### src/rtl/me_stage_mem_rsp_pkg.sv
`default_nettype none
// ============================================================================
// Module   : me_pkg
// Brief    : Shared types and helpers for the memory-response pipeline stage.
// Revision : 1.0 - initial release
// ============================================================================
package me_pkg;

    typedef enum logic [1:0] {
        LD_B = 2'd0,
        LD_H = 2'd1,
        LD_W = 2'd2,
        LD_D = 2'd3
    } ld_size_e;

    // Width of the byte offset within one XLEN-wide bus word.
    function automatic int off_w(input int xlen);
        return $clog2(xlen / 8);
    endfunction

endpackage
`default_nettype wire

### src/rtl/me_stage_mem_rsp_if.sv
`default_nettype none
// ============================================================================
// Module   : me_stage_mem_rsp_if
// Brief    : EX->ME, data-bus response, flush and ME->WB signal bundle.
// Revision : 1.0 - initial release
// ============================================================================
interface me_stage_mem_rsp_if
    import me_pkg::*;
#(
    parameter int XLEN      = 32,
    parameter int PAYLOAD_W = 128
);
    localparam int OFF_W = off_w(XLEN);

    logic                 ex_valid;
    logic                 ex_ready;
    logic [PAYLOAD_W-1:0] ex_payload;
    logic [XLEN-1:0]      ex_result;
    logic                 ex_mem_req;
    logic                 ex_is_load;
    logic [1:0]           ex_ld_size;
    logic                 ex_ld_signed;
    logic [OFF_W-1:0]     ex_addr_lo;
    logic                 ex_gr_we;
    logic [4:0]           ex_dest;
    logic                 data_ok;
    logic [XLEN-1:0]      rdata;
    logic                 req_allow;
    logic                 flush;
    logic                 flush_ex_req;
    logic                 wb_valid;
    logic                 wb_ready;
    logic [PAYLOAD_W-1:0] wb_payload;
    logic [XLEN-1:0]      wb_result;
    logic                 wb_gr_we;
    logic [4:0]           wb_dest;
    logic [4:0]           fwd_dest;
    logic [XLEN-1:0]      fwd_data;
    logic                 fwd_data_ok;

    // Master: the surrounding pipeline and bus. Slave: the ME stage.
    modport master (
        output ex_valid, ex_payload, ex_result, ex_mem_req, ex_is_load,
               ex_ld_size, ex_ld_signed, ex_addr_lo, ex_gr_we, ex_dest,
               data_ok, rdata, flush, flush_ex_req, wb_ready,
        input  ex_ready, req_allow, wb_valid, wb_payload, wb_result,
               wb_gr_we, wb_dest, fwd_dest, fwd_data, fwd_data_ok
    );

    modport slave (
        input  ex_valid, ex_payload, ex_result, ex_mem_req, ex_is_load,
               ex_ld_size, ex_ld_signed, ex_addr_lo, ex_gr_we, ex_dest,
               data_ok, rdata, flush, flush_ex_req, wb_ready,
        output ex_ready, req_allow, wb_valid, wb_payload, wb_result,
               wb_gr_we, wb_dest, fwd_dest, fwd_data, fwd_data_ok
    );

endinterface
`default_nettype wire

### src/rtl/me_load_align.sv
`default_nettype none
// ============================================================================
// Module   : me_load_align
// Brief    : Shifts raw bus data by the byte offset and zero/sign-extends it.
// Revision : 1.0 - initial release
// ============================================================================
module me_load_align
    import me_pkg::*;
#(
    parameter int XLEN  = 32,
    parameter int OFF_W = off_w(XLEN)
) (
    input  logic [XLEN-1:0]  raw_i,
    input  logic [OFF_W-1:0] addr_lo_i,
    input  ld_size_e         size_i,
    input  logic             signed_i,
    output logic [XLEN-1:0]  aligned_o
);
    logic [XLEN-1:0] w_sh;
    logic [XLEN-1:0] w_byte;
    logic [XLEN-1:0] w_half;
    logic [XLEN-1:0] w_word;

    assign w_sh   = raw_i >> {addr_lo_i, 3'b000};
    assign w_byte = {{(XLEN-8){signed_i & w_sh[7]}},   w_sh[7:0]};
    assign w_half = {{(XLEN-16){signed_i & w_sh[15]}}, w_sh[15:0]};

    generate
        if (XLEN > 32) begin : g_word_ext
            assign w_word = {{(XLEN-32){signed_i & w_sh[31]}}, w_sh[31:0]};
        end else begin : g_word_full
            assign w_word = w_sh;
        end
    endgenerate

    // A dword request on a 32-bit datapath degrades to a word access.
    always_comb begin
        aligned_o = w_word;
        case (size_i)
            LD_B: aligned_o = w_byte;
            LD_H: aligned_o = w_half;
            LD_W: aligned_o = w_word;
            LD_D: aligned_o = (XLEN > 32) ? w_sh : w_word;
        endcase
    end

endmodule
`default_nettype wire

### src/rtl/me_stage_mem_rsp.sv
`default_nettype none
// ============================================================================
// Module   : me_stage_mem_rsp
// Brief    : ME pipeline stage; waits for split-transaction data responses,
//            aligns loads, forwards results and drops flush-orphaned responses.
// Revision : 1.0 - initial release
// ============================================================================
module me_stage_mem_rsp
    import me_pkg::*;
#(
    parameter int XLEN            = 32,
    parameter int PAYLOAD_W       = 128,
    parameter int MAX_OUTSTANDING = 2
) (
    input  logic               clk,
    input  logic               reset,
    me_stage_mem_rsp_if.slave  me_if
);
    localparam int OFF_W = off_w(XLEN);
    localparam int CNT_W = $clog2(MAX_OUTSTANDING + 1);
    localparam int SUM_W = CNT_W + 1;

    logic                 me_valid_q;
    logic [PAYLOAD_W-1:0] payload_q;
    logic [XLEN-1:0]      result_q;
    logic                 is_load_q;
    ld_size_e             ld_size_q;
    logic                 ld_signed_q;
    logic [OFF_W-1:0]     addr_lo_q;
    logic                 gr_we_q;
    logic [4:0]           dest_q;
    logic                 pending_q;
    logic                 buf_valid_q;
    logic [XLEN-1:0]      buf_data_q;
    logic [CNT_W-1:0]     discard_cnt_q;
    logic [CNT_W-1:0]     discard_cnt_d;

    logic             w_cnt_zero;
    logic             w_discard;
    logic             w_ok_live;
    logic             w_consume;
    logic             w_ready_go;
    logic             w_wb_valid;
    logic             w_ex_ready;
    logic             w_capture;
    logic             w_leave;
    logic             w_orphan;
    logic [SUM_W-1:0] w_owed;
    logic [XLEN-1:0]  w_raw;
    logic [XLEN-1:0]  w_aligned;
    logic [XLEN-1:0]  w_final;

    // A response always belongs to the oldest request; orphans come first.
    assign w_cnt_zero = (discard_cnt_q == '0);
    assign w_discard  = me_if.data_ok & ~w_cnt_zero;
    assign w_ok_live  = me_if.data_ok & w_cnt_zero;
    assign w_consume  = w_ok_live & me_valid_q & pending_q;
    assign w_ready_go = ~pending_q | w_ok_live;
    assign w_wb_valid = me_valid_q & w_ready_go;
    assign w_ex_ready = ~me_valid_q | (w_ready_go & me_if.wb_ready);
    assign w_capture  = me_if.ex_valid & w_ex_ready & ~me_if.flush;
    assign w_leave    = w_wb_valid & me_if.wb_ready;
    assign w_orphan   = me_valid_q & pending_q & ~w_consume;

    always_comb begin
        discard_cnt_d = discard_cnt_q;
        if (w_discard) begin
            discard_cnt_d = discard_cnt_d - CNT_W'(1);
        end
        if (me_if.flush) begin
            if (w_orphan) begin
                discard_cnt_d = discard_cnt_d + CNT_W'(1);
            end
            if (me_if.flush_ex_req) begin
                discard_cnt_d = discard_cnt_d + CNT_W'(1);
            end
        end
    end

    assign w_owed = SUM_W'(discard_cnt_q) + SUM_W'(me_valid_q & pending_q);
    assign w_raw  = buf_valid_q ? buf_data_q : me_if.rdata;

    me_load_align #(
        .XLEN  (XLEN),
        .OFF_W (OFF_W)
    ) u_align (
        .raw_i     (w_raw),
        .addr_lo_i (addr_lo_q),
        .size_i    (ld_size_q),
        .signed_i  (ld_signed_q),
        .aligned_o (w_aligned)
    );

    assign w_final = is_load_q ? w_aligned : result_q;

    always_ff @(posedge clk) begin
        if (reset) begin
            me_valid_q    <= 1'b0;
            payload_q     <= '0;
            result_q      <= '0;
            is_load_q     <= 1'b0;
            ld_size_q     <= LD_B;
            ld_signed_q   <= 1'b0;
            addr_lo_q     <= '0;
            gr_we_q       <= 1'b0;
            dest_q        <= '0;
            pending_q     <= 1'b0;
            buf_valid_q   <= 1'b0;
            buf_data_q    <= '0;
            discard_cnt_q <= '0;
        end else begin
            discard_cnt_q <= discard_cnt_d;
            if (me_if.flush) begin
                me_valid_q  <= 1'b0;
                pending_q   <= 1'b0;
                buf_valid_q <= 1'b0;
            end else if (w_capture) begin
                me_valid_q  <= 1'b1;
                payload_q   <= me_if.ex_payload;
                result_q    <= me_if.ex_result;
                is_load_q   <= me_if.ex_is_load;
                ld_size_q   <= ld_size_e'(me_if.ex_ld_size);
                ld_signed_q <= me_if.ex_ld_signed;
                addr_lo_q   <= me_if.ex_addr_lo;
                gr_we_q     <= me_if.ex_gr_we;
                dest_q      <= me_if.ex_dest;
                pending_q   <= me_if.ex_mem_req;
                buf_valid_q <= 1'b0;
            end else if (w_leave) begin
                me_valid_q  <= 1'b0;
                pending_q   <= 1'b0;
                buf_valid_q <= 1'b0;
            end else if (w_consume) begin
                // WB stalled: park the response so the bus may move on.
                buf_valid_q <= 1'b1;
                buf_data_q  <= me_if.rdata;
                pending_q   <= 1'b0;
            end
        end
    end

    assign me_if.ex_ready    = w_ex_ready;
    assign me_if.req_allow   = (w_owed < SUM_W'(MAX_OUTSTANDING));
    assign me_if.wb_valid    = w_wb_valid;
    assign me_if.wb_payload  = payload_q;
    assign me_if.wb_result   = w_final;
    assign me_if.wb_gr_we    = gr_we_q;
    assign me_if.wb_dest     = dest_q;
    assign me_if.fwd_dest    = (me_valid_q & gr_we_q) ? dest_q : 5'd0;
    assign me_if.fwd_data    = gr_we_q ? w_final : '0;
    assign me_if.fwd_data_ok = ~(me_valid_q & is_load_q & ~w_ready_go);

endmodule
`default_nettype wire

### src/flat_wrapper.sv
// flat-port wrapper written by rule: the top's interface ports become plain ports
module me_stage_mem_rsp_flat import me_pkg::*;
#(
    parameter int XLEN            = 32,
    parameter int PAYLOAD_W       = 128,
    parameter int MAX_OUTSTANDING = 2
)
  (clk, reset, me_if_ex_valid, me_if_ex_payload, me_if_ex_result, me_if_ex_mem_req, me_if_ex_is_load, me_if_ex_ld_size, me_if_ex_ld_signed, me_if_ex_addr_lo, me_if_ex_gr_we, me_if_ex_dest, me_if_data_ok, me_if_rdata, me_if_flush, me_if_flush_ex_req, me_if_wb_ready, me_if_ex_ready, me_if_req_allow, me_if_wb_valid, me_if_wb_payload, me_if_wb_result, me_if_wb_gr_we, me_if_wb_dest, me_if_fwd_dest, me_if_fwd_data, me_if_fwd_data_ok);
  me_stage_mem_rsp_if #(.XLEN(XLEN), .PAYLOAD_W(PAYLOAD_W)) me_if_i ();
  input  logic clk;
  input  logic reset;
  input wire logic [$bits(me_if_i.ex_valid)-1:0] me_if_ex_valid;
  input wire logic [$bits(me_if_i.ex_payload)-1:0] me_if_ex_payload;
  input wire logic [$bits(me_if_i.ex_result)-1:0] me_if_ex_result;
  input wire logic [$bits(me_if_i.ex_mem_req)-1:0] me_if_ex_mem_req;
  input wire logic [$bits(me_if_i.ex_is_load)-1:0] me_if_ex_is_load;
  input wire logic [$bits(me_if_i.ex_ld_size)-1:0] me_if_ex_ld_size;
  input wire logic [$bits(me_if_i.ex_ld_signed)-1:0] me_if_ex_ld_signed;
  input wire logic [$bits(me_if_i.ex_addr_lo)-1:0] me_if_ex_addr_lo;
  input wire logic [$bits(me_if_i.ex_gr_we)-1:0] me_if_ex_gr_we;
  input wire logic [$bits(me_if_i.ex_dest)-1:0] me_if_ex_dest;
  input wire logic [$bits(me_if_i.data_ok)-1:0] me_if_data_ok;
  input wire logic [$bits(me_if_i.rdata)-1:0] me_if_rdata;
  input wire logic [$bits(me_if_i.flush)-1:0] me_if_flush;
  input wire logic [$bits(me_if_i.flush_ex_req)-1:0] me_if_flush_ex_req;
  input wire logic [$bits(me_if_i.wb_ready)-1:0] me_if_wb_ready;
  output wire logic [$bits(me_if_i.ex_ready)-1:0] me_if_ex_ready;
  output wire logic [$bits(me_if_i.req_allow)-1:0] me_if_req_allow;
  output wire logic [$bits(me_if_i.wb_valid)-1:0] me_if_wb_valid;
  output wire logic [$bits(me_if_i.wb_payload)-1:0] me_if_wb_payload;
  output wire logic [$bits(me_if_i.wb_result)-1:0] me_if_wb_result;
  output wire logic [$bits(me_if_i.wb_gr_we)-1:0] me_if_wb_gr_we;
  output wire logic [$bits(me_if_i.wb_dest)-1:0] me_if_wb_dest;
  output wire logic [$bits(me_if_i.fwd_dest)-1:0] me_if_fwd_dest;
  output wire logic [$bits(me_if_i.fwd_data)-1:0] me_if_fwd_data;
  output wire logic [$bits(me_if_i.fwd_data_ok)-1:0] me_if_fwd_data_ok;
  assign me_if_i.ex_valid = me_if_ex_valid;
  assign me_if_i.ex_payload = me_if_ex_payload;
  assign me_if_i.ex_result = me_if_ex_result;
  assign me_if_i.ex_mem_req = me_if_ex_mem_req;
  assign me_if_i.ex_is_load = me_if_ex_is_load;
  assign me_if_i.ex_ld_size = me_if_ex_ld_size;
  assign me_if_i.ex_ld_signed = me_if_ex_ld_signed;
  assign me_if_i.ex_addr_lo = me_if_ex_addr_lo;
  assign me_if_i.ex_gr_we = me_if_ex_gr_we;
  assign me_if_i.ex_dest = me_if_ex_dest;
  assign me_if_i.data_ok = me_if_data_ok;
  assign me_if_i.rdata = me_if_rdata;
  assign me_if_i.flush = me_if_flush;
  assign me_if_i.flush_ex_req = me_if_flush_ex_req;
  assign me_if_i.wb_ready = me_if_wb_ready;
  assign me_if_ex_ready = me_if_i.ex_ready;
  assign me_if_req_allow = me_if_i.req_allow;
  assign me_if_wb_valid = me_if_i.wb_valid;
  assign me_if_wb_payload = me_if_i.wb_payload;
  assign me_if_wb_result = me_if_i.wb_result;
  assign me_if_wb_gr_we = me_if_i.wb_gr_we;
  assign me_if_wb_dest = me_if_i.wb_dest;
  assign me_if_fwd_dest = me_if_i.fwd_dest;
  assign me_if_fwd_data = me_if_i.fwd_data;
  assign me_if_fwd_data_ok = me_if_i.fwd_data_ok;
  me_stage_mem_rsp #(.XLEN(XLEN), .PAYLOAD_W(PAYLOAD_W), .MAX_OUTSTANDING(MAX_OUTSTANDING)) u_core (.clk(clk), .reset(reset), .me_if(me_if_i));
endmodule
### config.mk
export PLATFORM = sky130hd
export DESIGN_NAME = me_stage_mem_rsp_flat
export DESIGN_NICKNAME = d
export VERILOG_FILES = /design/src/rtl/me_stage_mem_rsp_pkg.sv /design/src/rtl/me_stage_mem_rsp_if.sv /design/src/rtl/me_load_align.sv /design/src/rtl/me_stage_mem_rsp.sv /design/src/flat_wrapper.sv
export SDC_FILE = /design/constraint.sdc
export NUM_CORES = 1
export LEC_CHECK = 0
export BUFFER_PORTS_ARGS = -buffer_cell sky130_fd_sc_hd__buf_2
export CAP_MARGIN = 5
export CORE_ASPECT_RATIO = 0.6
export CORE_MARGIN = 4
export CORE_UTILIZATION = 40
export CTS_CLUSTER_DIAMETER = 200
export CTS_CLUSTER_SIZE = 14
export DETAILED_ROUTE_END_ITERATION = 8
export PLACE_DENSITY = 0.71
export SETUP_SLACK_MARGIN = 0.02
export SYNTH_ARGS = -nofsm -noshare
export SYNTH_HDL_FRONTEND = slang
export SYNTH_HIERARCHICAL = 1
export SYNTH_SLANG_ARGS = --single-unit
### constraint.sdc
create_clock -name clk -period 2.6 [get_ports clk]
set_clock_uncertainty 0.15 [all_clocks]
set_input_delay 0.13 -clock clk [delete_from_list [all_inputs] [get_ports clk]]
set_output_delay 0.13 -clock clk [all_outputs]
set_load 0.02 [all_outputs]
After elaboration in Yosys (flattened, before gate mapping)
Index checks and enable logic that the tools add are counted.

word-level totals
  input port bits = 212
  word-level logic and storage cells = 74
  flip-flop bits (word level) = 209
  output and inout bits = 207

operators by class
  magnitude comparators = 1
  reductions and logical operators = 9
  equal/unequal tests = 3
  $add $sub $neg = 4
  multiplexer cells = 15
  bitwise logic cells = 28
  shift operators = 1

operators by type and width
  kind                 count
  $mux 32              3
  $pmux 32 s3          1
  $shr 32x5->32        1
  $and 1x1->1          17
  $mux 2               5
  $not 1->1            9
  $mux 1               5
  $mux 5               1
  $add 2x1->2 const B  2
  $eq 2x2->1 const B   2
  $logic_not 2->1      2
  $reduce_and 4->1     1
  $reduce_or 2->1      2
  $reduce_or 4->1      1
  $add 2x3->3          1
  $lt 3x2->1 const B   1
  $reduce_bool 3->1    1
  $eq 2x1->1 const B   1
  $or 1x1->1           2
  $reduce_and 2->1     1
  $reduce_bool 2->1    1
  $sub 2x1->2 const B  1

Longest topological paths before layout
  depth in word-level cells = 11
  mapped depth = 9
  depth with buffers taken out = 6

By module
The synthesis kept the hierarchy.

modules (own cells, without submodules)
  module            cells each  sequential area each (µm²)  area each (µm²)  times used
  me_stage_mem_rsp  1085        4184.0                      9778.1           1
  me_load_align     116         0.0                         868.3            1

Least setup slack after synthesis
No wires, ideal clock.

  path kind = reg-to-output
  start point = register u_core.buf_valid_q
  end point = output port me_if_fwd_data[10]
  required time = 2.320 ns
  cell stages (with the launch flop) = 9
  path buffers = 2
  slack = -0.309 ns
  arrival time = 2.629 ns
  cells stage by stage = dfxtp_1 -> clkbuf_1 -> clkbuf_1 -> mux2_2 -> mux2_4 -> a221oi_4 -> a21oi_2 -> mux2_2 -> and2_1

on the way
  longest elaborated chain between the ends = 6

ends and longest elaborated chain
  element                   RTL line                 RTL
  start: declaration        me_stage_mem_rsp.sv:33   logic buf_valid_q;
  start signal: assignment  me_stage_mem_rsp.sv:108  buf_valid_q <= 1'b0;
  start signal: assignment  me_stage_mem_rsp.sv:116  buf_valid_q <= 1'b0;
  start signal: assignment  me_stage_mem_rsp.sv:128  buf_valid_q <= 1'b0;
  $mux 32                   me_stage_mem_rsp.sv:81   assign w_raw = buf_valid_q ? buf_data_q : me_if.rdata;
  via u_core.w_raw[23]      me_stage_mem_rsp.sv:49   logic [XLEN-1:0] w_raw;
  $shr 32x5->32             me_load_align.sv:24      assign w_sh = raw_i >> {addr_lo_i, 3'b000};
  $and 1x1->1               me_load_align.sv:25      assign w_byte = {{(XLEN-8){signed_i & w_sh[7]}}, w_sh[7:0]};
  $pmux 32 s3               me_load_align.sv:39      case (size_i)
  via u_core.w_aligned[10]  me_stage_mem_rsp.sv:50   logic [XLEN-1:0] w_aligned;
  $mux 32                   me_stage_mem_rsp.sv:94   assign w_final = is_load_q ? w_aligned : result_q;
  via me_if_wb_result[10]   flat_wrapper.sv:31       output wire logic [$bits(me_if_i.wb_result)-1:0] me_if_wb_result;
  $mux 32                   me_stage_mem_rsp.sv:150  assign me_if.fwd_data = gr_we_q ? w_final : '0;
  end: declaration          flat_wrapper.sv:35       output wire logic [$bits(me_if_i.fwd_data)-1:0] me_if_fwd_data;

The timed path passes the listed nets, and every way through them passes these cells. The select of a mux whose other input is x is not followed.

Worst setup path in the final report
  start point = register u_core.buf_valid_q
  end point = output port me_if_fwd_data[16]

on the way
  elaborated cells between the ends (all ways) = 7
  those cells by class = 1 x shift; 4 x mux; 2 x bitwise

RTL lines
  element                   RTL line
  $mux 32                   me_stage_mem_rsp.sv:81
  via u_core.w_raw[16]      me_stage_mem_rsp.sv:49
  $shr 32x5->32             me_load_align.sv:24
  $pmux 32 s3               me_load_align.sv:39
  via u_core.w_aligned[16]  me_stage_mem_rsp.sv:50
  $mux 32                   me_stage_mem_rsp.sv:94
  $mux 32                   me_stage_mem_rsp.sv:150

The timed path passes the listed nets, and every way through them passes these cells. The select of a mux whose other input is x is not followed.

==> metrics.md <==
| Metric | Value |
|---|---|
| Worst r2r src | u_core/discard_cnt_q[0] |
| DR DRC count | 0 |
| Critical Path Fanout Max | 14 |
| Vias in the first global route | between 10000 and 15000 |
| Initial DRT Pass Iterations | 6 |
| Largest net degree at the start of global routing | around 170 |
| IO Pins | roughly 420 |
| Final #Nets | 1990 |
| Seq/Total Area, Yosys | about two fifths |
| CP Class | flip-flop to output port |
| DR vias | around 12000 |
| Post-DP HPWL | between 20000 and 30000 um |
| Num rows | 45 |
| Syn_nets | between 1000 and 1500 |
| Worst path cell trace | buf_4 > buf_12 > mux2_2 > mux2_2 > nand2_1 > o211ai_1 > mux2_4 > and2_4 > buf_6 |
| DR iter-0 viols | 1299 |
| Die W | around 220 um |
| Max-cap violations | 0 |
| Worst Setup End Kind | output port |
| Yosys cell types | between 40 and 50 |
| Worst flop-to-flop path endpoint | u_core/discard_cnt_q[0] |
| H-Tree Depth | 1 |
| Clk_lat worst skew | approximately 0.5 ns |
| Bufs on Longest Clock Path | 3 |
| Hold slack | about 0.060 ns |
| Hold Path Stages | 3 |
| Multi-input combinational cell area | 6130 um2 |
| Status | finished with violations |
| Flop2flop setup slack | between 0.1 and 0.15 ns |
| Fillers | between 1500 and 2000 |
| Final setup fails | 64 |
| Hold EP | u_core/buf_valid_q |
| Synthesized area | 10600 um2 |
| Detailed Route WL | 43900 um |
| PnR worst setup slack | -0.450 ns |
| Slowest cell on the critical path | dfxtp_4 |
| Peak VDD IR | roughly 0.00033 V |
| Area Growth Syn to Fin | 54.8% |
| Storage cell area | 4190 um2 |
| CTS tree | built |
| GP Congestion | a little over 0.9 |
| Final Util | ~64% |
| First-pass GRT wire length | approximately 65000 um |
| Leak | roughly 6.8 nW |
| Largest stage delay, worst path | 0.41 ns |
| Cells after Synth | approximately 1200 |
| Worst Tran Pin Value | approximately 0.88 ns |
| CP arrival | between 2 and 3 ns |
| Initial antenna violation count | 8 |
| CTS sink count | ~210 |
| Drt wl/cell | roughly 20 um |
| Num CTS Buffers | 18 |
| Worst hold path type | primary input to flip-flop |
| Critical Path RT | 2.32 ns |
| ANT nets after route | 0 |
| CTS clk-pin slew, worst paths | about 0.07 ns |
| Period Utilization, post-route | 117% |
| Share of layout cells above drive strength 1 | about a third |
| Final-report hold violation count | 0 |
| Via/cell ratio | approximately 5.5 |
| Commonest non-fill, non-tap cell in the layout | buf_2 |
| Total track usage | ~28% |
| Fmax | between 300 and 400 MHz |
| Chip height | 134 um |
| Hold path startpoint | me_if_flush |
| Failing checks | negative setup slack |
| CP dominant cell by count | mux2_2 |
| Fin Setup TNS | -22.67 ns |
| Register bit total from synthesis | roughly 210 |
| Initial core utilization | between 40 and 50% |
| Pwr dens | around 470 nW/um2 |
| GRT overflow | 0 |
| Final Slew Violations | 0 |
| Die area | between 20000 and 30000 um2 |
| Period minus WS final | 3.05 ns |
| Syn avg cell area | 8.86 um2 |
| Most frequent cells in the layout | buf_2 (367), dlygate4sd3_1 (212), dfxtp_1 (206) |
| Rel. slew slack | roughly two fifths |
| I/O Buffers | 418 |
| Clock Tree Root | clkbuf_16 |
| Worst setup SP type | flip-flop |
| RSZ-0062 raised after global routing | true |
| FF-to-FF path depth | 7 |
| Yosys warnings | 6 |
| Core outline area | about 26000 um2 |
[state kept, by name, indices dropped and copies added, names as in the netlist]
register,flops
u_core/buf_valid_q,1
u_core/discard_cnt_q,2
u_core/buf_data_q,32
u_core/me_valid_q,1
u_core/result_q,32
u_core/addr_lo_q,2
u_core/ld_size_q,2
u_core/is_load_q,1
u_core/me_if.wb_dest,5
u_core/pending_q,1
u_core/ld_signed_q,1
u_core/me_if.wb_payload,128
u_core/me_if.wb_gr_we,1
[cells by family (layout without fill, tap and decap cells)]
group | after synthesis | in the layout | share of synthesized area (%)
AND/OR/NAND/NOR | 508 | 508 | 31.8
AO/OA/AOI/OAI | 254 | 254 | 13.2
flip-flops | 209 | 209 | 39.3
buffers and inverters | 134 | 710 | 5.52
multiplexers | 94 | 94 | 9.97
adder cells (fa/ha/maj) | 1 | 1 | 0.118
XOR/XNOR | 1 | 1 | 0.0823
other | 0 | 9 | 0
[worst max-delay path by stage]
stage                   startpoint                 end  slack [ns]
6_report        u_core/buf_valid_q  me_if_fwd_data[16]       -0.45
5_1_grt        u_core/addr_lo_q[0]  me_if_fwd_data[24]       -0.55
4_1_cts         u_core/buf_valid_q  me_if_fwd_data[22]       -0.47
3_5_place_dp    u_core/buf_valid_q  me_if_fwd_data[22]       -0.05
3_3_place_gp    u_core/buf_valid_q  me_if_fwd_data[22]        0.04
2_1_floorplan   u_core/buf_valid_q  me_if_fwd_data[10]       -0.03
[stage by stage]
step / instance area [um2] / cells / worst slack (ns) / power (W)
after floorplan: 10800 / 1201 / -0.0312 / 0.00433
after global placement: 13100 / 1875 / 0.0421 / 0.00486
after detailed placement: 13100 / 1875 / -0.0545 / 0.00488
after CTS: 16300 / 2113 / -0.472 / 0.00769
after global routing: 16500 / 2137 / -0.551 / 0.00807
final: 16500 / 2138 / -0.450 / 0.00775
[cells in the mapped netlist, drive strengths merged]
master   instances  area, um2
a21boi           2       15.0
a21oi           48        270
a221oi           1       26.3
a31oi            1       6.26
a32o             1       10.0
a32oi            1       27.5
and2            35        219
and3             6       37.5
buf             56        295
clkbuf          73        274
dfxtp          209       4180
ha               1       12.5
inv              5       18.8
mux2            77        878
mux2i           17        183
nand2           91        342
nand2b         173       1080
nand3b           1       7.51
nand4            1       6.26
nand4b         172       1510
nor2             6       22.5
nor2b            8       50.1
nor3             1       5.00
nor3b            1       7.51
nor4             1       12.5
nor4b            1       15.0
o211a            1       10.0
o211ai          16        120
o21ai          182        915
o2bb2ai          1       8.76
or2              9       56.3
or3              1       6.26
or4              1       7.51
xnor2            1       8.76
[per-layer routing]
layer  vias to the layer above  GRT usage, %  part of all wire (%)
li1                       5401             -                     -
met1                      5600          35.6                    41
met2                       572          45.4                    47
met3                       109          7.90                   8.6
met4                         2          7.54                   3.0
met5                         -             0                 0.016
[worst max-delay path, delay by kind of cell (launching register included)]
kind	cells	cell delay [ns]
AND/OR/NAND/NOR	2	0.27
buffers and inverters	3	0.43
flip-flops	1	0.41
multiplexers	3	0.97
AO/OA/AOI/OAI	1	0.17
[final cells by class]
cell class              instances  share of cell area [%]
repair buffers                685                    31.5
clock inverters                 1                   0.182
well taps                     352                    2.67
diodes                          9                   0.137
inverters                       5                   0.114
clock buffers                  19                    2.76
flip-flops and latches        209                    25.4
multi-input cells             858                    37.2
[repair_timing]
action,in CTS,in global routing
setup endpoints to repair,64,69
gates resized for setup,149,25
pin swaps,2,3
endpoints found under the hold margin,208,0
buffers inserted,4,17
cloned,2,0
hold buffers,212,0
[report_power, final]
part | switching, W | internal (W)
sequential | 0.000110 | 0.00335
clock | 0.00123 | 0.00126
combinational | 0.000914 | 0.000897
total | 0.00225 | 0.00550
No activity file was read; power rests on OpenSTA's default activity.
